===== config.mk =====
export PLATFORM = sky130hd
export DESIGN_NAME = fetch_unit
export DESIGN_NICKNAME = d
export VERILOG_FILES = /design/src/rtl/fetch_pkg.sv /design/src/rtl/fetch_skid.sv /design/src/rtl/fetch_unit.sv
export SDC_FILE = /design/constraint.sdc
export NUM_CORES = 1
export LEC_CHECK = 0
export CAP_MARGIN = 20
export CORE_MARGIN = 2
export CORE_UTILIZATION = 51
export CTS_CLUSTER_DIAMETER = 30
export DETAILED_ROUTE_END_ITERATION = 16
export PLACE_DENSITY = 0.82
export SYNTH_ARGS = -nofsm -noshare
export SYNTH_HDL_FRONTEND = slang
export SYNTH_SLANG_ARGS = --single-unit

===== constraint.sdc =====
create_clock -name clk -period 2.3 [get_ports clk]
set_clock_uncertainty 0.05 [all_clocks]
set_input_delay 0.46 -clock clk [delete_from_list [all_inputs] [get_ports clk]]
set_output_delay 0.46 -clock clk [all_outputs]
set_load 0.02 [all_outputs]

===== src/rtl/fetch_pkg.sv =====
// Shared types and constants for the instruction fetch unit.
package fetch_pkg;

    typedef enum logic [1:0] {
        ST_IDLE = 2'd0,
        ST_REQ  = 2'd1,
        ST_WAIT = 2'd2,
        ST_HOLD = 2'd3
    } fetch_state_t;

    // ADDI x0,x0,0 shown whenever the output slot is empty
    localparam logic [31:0] NOP_INSTR        = 32'h0000_0013;
    localparam logic [31:0] DEFAULT_RESET_PC = 32'h0000_0000;

    // Instruction addresses are word aligned; low two bits are dropped
    function automatic logic [31:0] align_pc(input logic [31:0] pc);
        return pc & ~32'd3;
    endfunction

endpackage


===== src/rtl/fetch_skid.sv =====
// One-entry skid register that catches a response arriving while the
// output slot is stalled. Clear wins over load, load wins over drain.
module fetch_skid (
    input  logic        clk,
    input  logic        rst,
    input  logic        load,
    input  logic        drain,
    input  logic        clear,
    input  logic [31:0] load_pc,
    input  logic [31:0] load_instr,
    output logic        valid,
    output logic [31:0] pc,
    output logic [31:0] instr
);

    logic        valid_q, valid_d;
    logic [31:0] pc_q, pc_d;
    logic [31:0] instr_q, instr_d;

    // Next-state selection for the skid entry
    always_comb begin
        valid_d = valid_q;
        pc_d    = pc_q;
        instr_d = instr_q;
        if (clear) begin
            valid_d = 1'b0;
        end else if (load) begin
            valid_d = 1'b1;
            pc_d    = load_pc;
            instr_d = load_instr;
        end else if (drain) begin
            valid_d = 1'b0;
        end
    end

    // Skid storage with synchronous reset
    always_ff @(posedge clk) begin
        if (rst) begin
            valid_q <= 1'b0;
            pc_q    <= 32'd0;
            instr_q <= 32'd0;
        end else begin
            valid_q <= valid_d;
            pc_q    <= pc_d;
            instr_q <= instr_d;
        end
    end

    assign valid = valid_q;
    assign pc    = pc_q;
    assign instr = instr_q;

endmodule


===== src/rtl/fetch_unit.sv =====
// Single-outstanding-request instruction fetch unit with a registered
// output slot, a one-entry skid buffer and redirect/kill handling.
module fetch_unit #(
    parameter logic [31:0] RESET_PC  = fetch_pkg::DEFAULT_RESET_PC,
    parameter logic [31:0] NOP_INSTR = fetch_pkg::NOP_INSTR
) (
    input  logic        clk,
    input  logic        rst,
    input  logic        stall,
    input  logic        redirect,
    input  logic [31:0] redirect_pc,
    output logic        imem_req,
    output logic [31:0] imem_addr,
    input  logic        imem_gnt,
    input  logic        imem_rvalid,
    input  logic [31:0] imem_rdata,
    output logic [31:0] pc_out,
    output logic [31:0] instr_out,
    output logic        valid_out
);

    import fetch_pkg::fetch_state_t;
    import fetch_pkg::ST_IDLE;
    import fetch_pkg::ST_REQ;
    import fetch_pkg::ST_WAIT;
    import fetch_pkg::ST_HOLD;
    import fetch_pkg::align_pc;

    fetch_state_t state_q, state_d;
    logic [31:0]  fetch_pc_q, fetch_pc_d;
    logic [31:0]  pending_pc_q, pending_pc_d;
    logic         kill_q, kill_d;
    logic         slot_valid_q, slot_valid_d;
    logic [31:0]  slot_pc_q, slot_pc_d;
    logic [31:0]  slot_instr_q, slot_instr_d;

    logic         consume;
    logic         flush;
    logic         skid_load;
    logic         skid_drain;
    logic         skid_valid;
    logic [31:0]  skid_pc;
    logic [31:0]  skid_instr;

    // The slot is consumed whenever it holds an instruction and IF/ID accepts it
    assign consume = slot_valid_q && !stall;

    fetch_skid u_skid (
        .clk        (clk),
        .rst        (rst),
        .load       (skid_load),
        .drain      (skid_drain),
        .clear      (flush),
        .load_pc    (pending_pc_q),
        .load_instr (imem_rdata),
        .valid      (skid_valid),
        .pc         (skid_pc),
        .instr      (skid_instr)
    );

    // FSM next state, fetch PC update, slot/skid steering and redirect flush
    always_comb begin
        state_d      = state_q;
        fetch_pc_d   = fetch_pc_q;
        pending_pc_d = pending_pc_q;
        kill_d       = kill_q;
        slot_valid_d = slot_valid_q;
        slot_pc_d    = slot_pc_q;
        slot_instr_d = slot_instr_q;
        flush        = 1'b0;
        skid_load    = 1'b0;
        skid_drain   = 1'b0;

        if (consume) begin
            slot_valid_d = 1'b0;
            slot_pc_d    = 32'd0;
            slot_instr_d = NOP_INSTR;
        end

        case (state_q)
            ST_IDLE: begin
                state_d = ST_REQ;
            end
            ST_REQ: begin
                if (redirect) begin
                    flush      = 1'b1;
                    fetch_pc_d = align_pc(redirect_pc);
                    if (imem_gnt) begin
                        // Granted request is in flight; its response must be dropped
                        pending_pc_d = fetch_pc_q;
                        kill_d       = 1'b1;
                        state_d      = ST_WAIT;
                    end
                end else if (imem_gnt) begin
                    pending_pc_d = fetch_pc_q;
                    fetch_pc_d   = fetch_pc_q + 32'd4;
                    state_d      = ST_WAIT;
                end
            end
            ST_WAIT: begin
                if (redirect) begin
                    flush      = 1'b1;
                    fetch_pc_d = align_pc(redirect_pc);
                    if (imem_rvalid) begin
                        // Response arrives with the redirect: drop it, nothing outstanding
                        kill_d  = 1'b0;
                        state_d = ST_REQ;
                    end else begin
                        kill_d = 1'b1;
                    end
                end else if (imem_rvalid) begin
                    if (kill_q) begin
                        kill_d  = 1'b0;
                        state_d = ST_REQ;
                    end else if (!slot_valid_q || consume) begin
                        slot_valid_d = 1'b1;
                        slot_pc_d    = pending_pc_q;
                        slot_instr_d = imem_rdata;
                        state_d      = ST_REQ;
                    end else begin
                        skid_load = 1'b1;
                        state_d   = ST_HOLD;
                    end
                end
            end
            ST_HOLD: begin
                if (redirect) begin
                    flush      = 1'b1;
                    fetch_pc_d = align_pc(redirect_pc);
                    state_d    = ST_REQ;
                end else if (consume) begin
                    slot_valid_d = skid_valid;
                    slot_pc_d    = skid_pc;
                    slot_instr_d = skid_instr;
                    skid_drain   = 1'b1;
                    state_d      = ST_REQ;
                end
            end
            default: begin
                state_d = ST_IDLE;
            end
        endcase

        if (flush) begin
            slot_valid_d = 1'b0;
            slot_pc_d    = 32'd0;
            slot_instr_d = NOP_INSTR;
        end
    end

    // State and output-slot registers
    always_ff @(posedge clk) begin
        if (rst) begin
            state_q      <= ST_IDLE;
            fetch_pc_q   <= RESET_PC;
            pending_pc_q <= 32'd0;
            kill_q       <= 1'b0;
            slot_valid_q <= 1'b0;
            slot_pc_q    <= 32'd0;
            slot_instr_q <= NOP_INSTR;
        end else begin
            state_q      <= state_d;
            fetch_pc_q   <= fetch_pc_d;
            pending_pc_q <= pending_pc_d;
            kill_q       <= kill_d;
            slot_valid_q <= slot_valid_d;
            slot_pc_q    <= slot_pc_d;
            slot_instr_q <= slot_instr_d;
        end
    end

    assign imem_req  = (state_q == ST_REQ);
    assign imem_addr = fetch_pc_q;
    assign valid_out = slot_valid_q;
    assign pc_out    = slot_pc_q;
    assign instr_out = slot_instr_q;

endmodule


# Word-level counts from Yosys, hierarchy flattened
# Index checks and enable logic that the tools add are counted.
[word_totals]
ff_bits = 197
input_bits = 70
output_inout_bits = 98
[classes]
add_sub_neg = 1
eq_ne = 10
muxes = 55
bitwise_logic = 1
reduce_logical = 16
[ops]
columns = ["cell", "count"]
rows = [
  ["32-bit 2-to-1 mux", 17],
  ["32-bit one-hot mux with 2 select lines", 3],
  ["32-bit by 3-bit adder with 32-bit output, second input constant", 1],
  ["1-bit 2-to-1 mux", 24],
  ["2-bit 2-to-1 mux", 8],
  ["2-bit one-hot mux with 4 select lines", 1],
  ["3-bit inequality test, second input constant", 2],
  ["3-bit AND reduction", 2],
  ["2-bit nonzero test", 3],
  ["2-bit == test, second input constant", 2],
  ["2-bit by 1-bit inequality test with 1-bit output, second input constant", 2],
  ["2-bit inequality test, second input constant", 2],
  ["1-bit one-hot mux with 2 select lines", 2],
  ["2-bit AND reduction", 2],
  ["4-bit AND reduction", 1],
  ["2-bit OR reduction", 2],
  ["3-bit by 2-bit inequality test with 1-bit output, second input constant", 1],
  ["3-bit OR reduction", 1],
  ["2-bit by 1-bit == test with 1-bit output, second input constant", 1],
  ["1-bit logical NOT", 2],
  ["2-bit logical NOT", 1],
  ["1-bit logical AND", 1],
  ["1-bit logical OR", 1],
  ["1-bit inverter", 1],
]

# Logic depth before layout (Yosys ltp)
# Gate-level depths: netlist of the first run.
[depth]
ltp_word = 9
depth_mapped = 10

# Modules after synthesis
# From an unflattened synthesis of the first run, not the netlist that was laid out.
[hier_totals]
cells_unflattened = 973
area_unflattened_um2 = 8988.6
[by_module_without_submodules]
columns = ["module", "instances", "cells_each", "area_per_inst_um2", "seq_area_each_um2"]
rows = [
  ["fetch_unit", 1, 677, 5720.5, 2562.5],
  ["fetch_skid", 1, 296, 3268.1, 1301.2],
]

# Worst setup path after synthesis of the first run
# Ideal clock, no wire load.
[synth_path]
kind = "register to register"
start = "register state_q[0]"
end = "register fetch_pc_q[12], in the netlist imem_addr[12]"
arrival_ps = 1850
t_required_ps = 2113
path_slack_ps = 263
path_stages_with_launch = 8
period_less_slack_ps = 2037
cell_sequence = "dfxtp_1 -> inv_1 -> ha_1 -> buf_6 -> or3_1 -> or4_2 -> o21ai_0 -> a211oi_1"
[synth_via]
elab_chain_cells = 4
elab_cells_between_ends = 9
cone_classes = "eq/ne (5); mux (1); reduce/logical (3)"
[synth_rtl]
columns = ["element", "line_no", "text"]
rows = [
  ["from (decl)", "fetch_unit.sv:29", "fetch_state_t state_q, state_d;"],
  ["from (signal assigned)", "fetch_unit.sv:162", "state_q <= state_d;"],
  ["2-bit == test", "fetch_unit.sv:80", "case (state_q)"],
  ["2-bit OR reduction (no source line)", "n/a", ""],
  ["2-bit by 1-bit inequality test with 1-bit output (no source line) or 2-bit nonzero test (tied branches)", "n/a", ""],
  ["3-bit AND reduction (no source line)", "n/a", ""],
  ["to (signal assigned)", "fetch_unit.sv:163", "fetch_pc_q <= fetch_pc_d;"],
  ["to (decl)", "fetch_unit.sv:30", "logic [31:0] fetch_pc_q, fetch_pc_d;"],
]
# Parallel ways exist; a longest one is shown, timed or not.
# A chain may end at the register's enable or synchronous reset.

# Worst setup path after layout of the first run
[layout_path]
start = "register state_q[0]"
end = "register fetch_pc_q[18], in the netlist imem_addr[18]"
# Same word-level chain as after synthesis.

==> results of run 1 <==
## worst register-to-register path: stages, from the launching register on
cell	delay (ns)
dfxtp_2	0.36
inv_1	0.07
ha_1	0.22
or3_1	0.46
buf_4	0.31
a21o_2	0.25
a21oi_1	0.22
a211oi_1	0.09
## per-layer routing
| layer | vias to the layer above | global-route usage, % | part of all wire (%) |
|---|---|---|---|
| met4 | 0 | 10.3 | 1.8 |
| met2 | 427 | 44.0 | 47 |
| li1 | 3741 | - | - |
| met3 | 35 | 5.84 | 9.3 |
| met1 | 3707 | 37.2 | 42 |
| met5 | - | 0 | 0 |
## per-stage QoR
stage	hold slack [ns]	power, W	cell area [µm²]
5_1_grt	0.198	0.00778	10700
3_3_place_gp	0.389	0.00425	10100
4_1_cts	0.183	0.00758	10700
6_report	0.208	0.00756	10700
3_5_place_dp	0.395	0.00427	10100
2_1_floorplan	0.383	0.00387	7850
## cells in the final DEF (no fill, tap or decap), drive strengths merged, types with 8 or more instances in the layout
| master | Yosys | layout |
|---|---|---|
| a211oi | 9 | 9 |
| clkdlybuf4s50 | 0 | 161 |
| nand3 | 14 | 14 |
| nor4 | 8 | 8 |
| dfxtp | 191 | 191 |
| nor2 | 90 | 90 |
| clkbuf | 64 | 20 |
| a222oi | 56 | 56 |
| buf | 14 | 66 |
| nand2 | 232 | 232 |
| o21ai | 28 | 28 |
| a21oi | 129 | 129 |
## state kept, by name, indices dropped and copies added, names as in the netlist
name	cells
state_q	2
valid_out	1
kill_q	1
u_skid.valid	1
pc_out	32
imem_addr	30
u_skid.instr	32
u_skid.pc	30
pending_pc_q	30
instr_out	32
## power by group through the flow
stage | clock (W) | combinational [W] | sequential, W
2_1_floorplan | 0 | 0.000309 | 0.00356
3_3_place_gp | 0 | 0.000739 | 0.00352
3_5_place_dp | 0 | 0.000749 | 0.00352
4_1_cts | 0.00338 | 0.000758 | 0.00344
5_1_grt | 0.00350 | 0.000820 | 0.00345
6_report | 0.00335 | 0.000762 | 0.00345
## repair_timing
action / 4_1_cts / 5_1_grt
setup endpoints to repair: 0 / 3
resized for setup: 0 / 2
hold buffers: 0 / 0
## worst max-delay path by stage
stage | start | endpoint | slack [ns] | cells after the start
2_1_floorplan | state_q[0] | imem_addr[12] | 0.26 | 7
3_3_place_gp | redirect | imem_addr[12] | -0.11 | 5
3_5_place_dp | redirect | pc_out[21] | -0.16 | 8
4_1_cts | state_q[1] | imem_req | 0.02 | 3
5_1_grt | imem_addr[4] | imem_addr[31] | 0.03 | 5
6_report | state_q[0] | imem_addr[18] | 0.12 | 7
## cell type report
class,instances,area share [%]
Clock inverter,10,1.94
Timing Repair Buffer,228,21.2
Multi-Input combinational cell,672,34.4
Tap cell,188,2.19
Clock buffer,20,4.34
Sequential cell,191,35.6
Inverter,8,0.279
## cells by family (layout without fill, tap and decap cells)
family,count (synthesis),after routing,synth area share (%)
muxes,1,1,0.144
adders and majority gates,5,5,0.798
other,1,2,0.0478
and+or+nand+nor,392,392,22.3
DFF,191,191,48.8
AOI/OAI and AO/OA,272,272,23.4
buffers and inverters,86,266,4.53
==> results.txt, run 1 <==
GRT Util Overall: 27.7%
hold depth: 2
RR Startpoint: state_q[0]
Core Area: 15,100 µm²
final design utilization: 71.2%
clk root buf: clkbuf_16
slowest stage delay, CP: 0.46 ns
min Tclk post-route: 2.18 ns
Hold Startpoint: rst
f_max: 459 MHz
setup ws final: 0.119 ns
Power Density: 703 nW/µm²
clk_lat worst skew: 0.42 ns
Clk network pwr share: 44.3%
Die Height: 128 µm
combinational share of power: 10.1%
most common library cells after synthesis: nand2_1, dfxtp_1, a21oi_1
Max Cap Violations: 0
leading area contributor after synthesis: dfxtp_1
register area share after synthesis: 48.8%
post-synthesis cell area: 7840 µm²
r2r endpoint: imem_addr[18]
Sw Share: 22.8%
critical path arrival: 2.40 ns
fillcell total: 1,147
gr ovfl total: 0
DP Cell Count: 1,287
syn_area_per_cell: 8.27 µm²
final antenna-violating net count: 0
period utilisation layout: 94.8%
critical path type: register to register
switching pwr: 0.00172 W
initial core utilization: 52.0%
via count: 7,910
Worst Path Buf+Inv: 2
#FFs+latches synth: 191
DPL Wire Length: 15,300 µm
Lkg Pwr: 3.76 nW
CTS tree: built
first-pass GRT wire length: 36,700 µm
Die Area: 16,400 µm²
Post-synth ARST share: 0%
maximum buffer depth of the clock tree: 2
antenna violations before repair: 0
largest cells by area after synthesis: dfxtp_1, nand2_1, a21oi_1
Slew @ Worst Pin: 0.722 ns
Max Transition Viols Final: 0
DR DRC count: 0
GPL Wtd Cong: 0.877
Cell Chain, Critical Path: inv_1 > ha_1 > or3_1 > buf_4 > a21o_2 > a21oi_1 > a211oi_1
drt pass-1 iters: 6
reg2reg setup slack: 0.12 ns
Setup-failing EPs final: 0
crit path capture type: register
delay-heaviest family, CP: compound AO/OA/AOI/OAI gates
Vias/cell: 6.01
largest net degree at the start of global routing: 65
Slowest cell on crit path: or3_1
synth warn: 0
Std-Cell Rows: 45
Post-synth EDFFs: 0
CP required: 2.52 ns
final net count: 1,193
share of cells above drive strength 1: 10.6%
most frequent cell after synthesis: nand2_1
drt total wl: 22,700 µm
Hold Path End: imem_addr[22]
number of global-route vias before repair: 7,411
H-tree Lvls: 4
Place WS: -0.163 ns
setup TNS: 0 ns
CP Launch Type: register
antenna cells: 0
worst min path class: primary input to register
VDD IR max: 563 µV
# IOs: 168
Final Hold Fails: 0
Int Power: 0.00584 W
final cell count without fillers: 1,317
main flop type after synthesis: dfxtp_1
Reg clk slew, reported paths: 0.07 ns
1st-iter DRT viols: 773
status: finished clean
area of the multi-input gates: 3700 µm²
Rel. slew slack: 51.9%
WL per Instance: 17.3 µm
Sequential Area: 3820 µm²
top cell type's share of synthesized area: 48.8%
Num CTS Buffers: 17
synthesis-to-layout area growth: 37.1%
setup bufs post-CTS: 0
CP Max Fanout: 43
IO Port Bufs: 163
chip width: 128 µm
Sinks on Clock Net: 191
r2r worst-path depth: 7
post-synthesis cell count: 948
unrepaired setup endpoints after global routing: no
Synth cell types: 70
register share of total power: 45.6%
(Power assumes the default switching activity.)
==> inputs of run 2 (changes only) <==
Settings changed: ABC_AREA set to 0.
==> results of run 2 <==
Same layout as run 1: the final DEF is identical, and so are final timing and power.
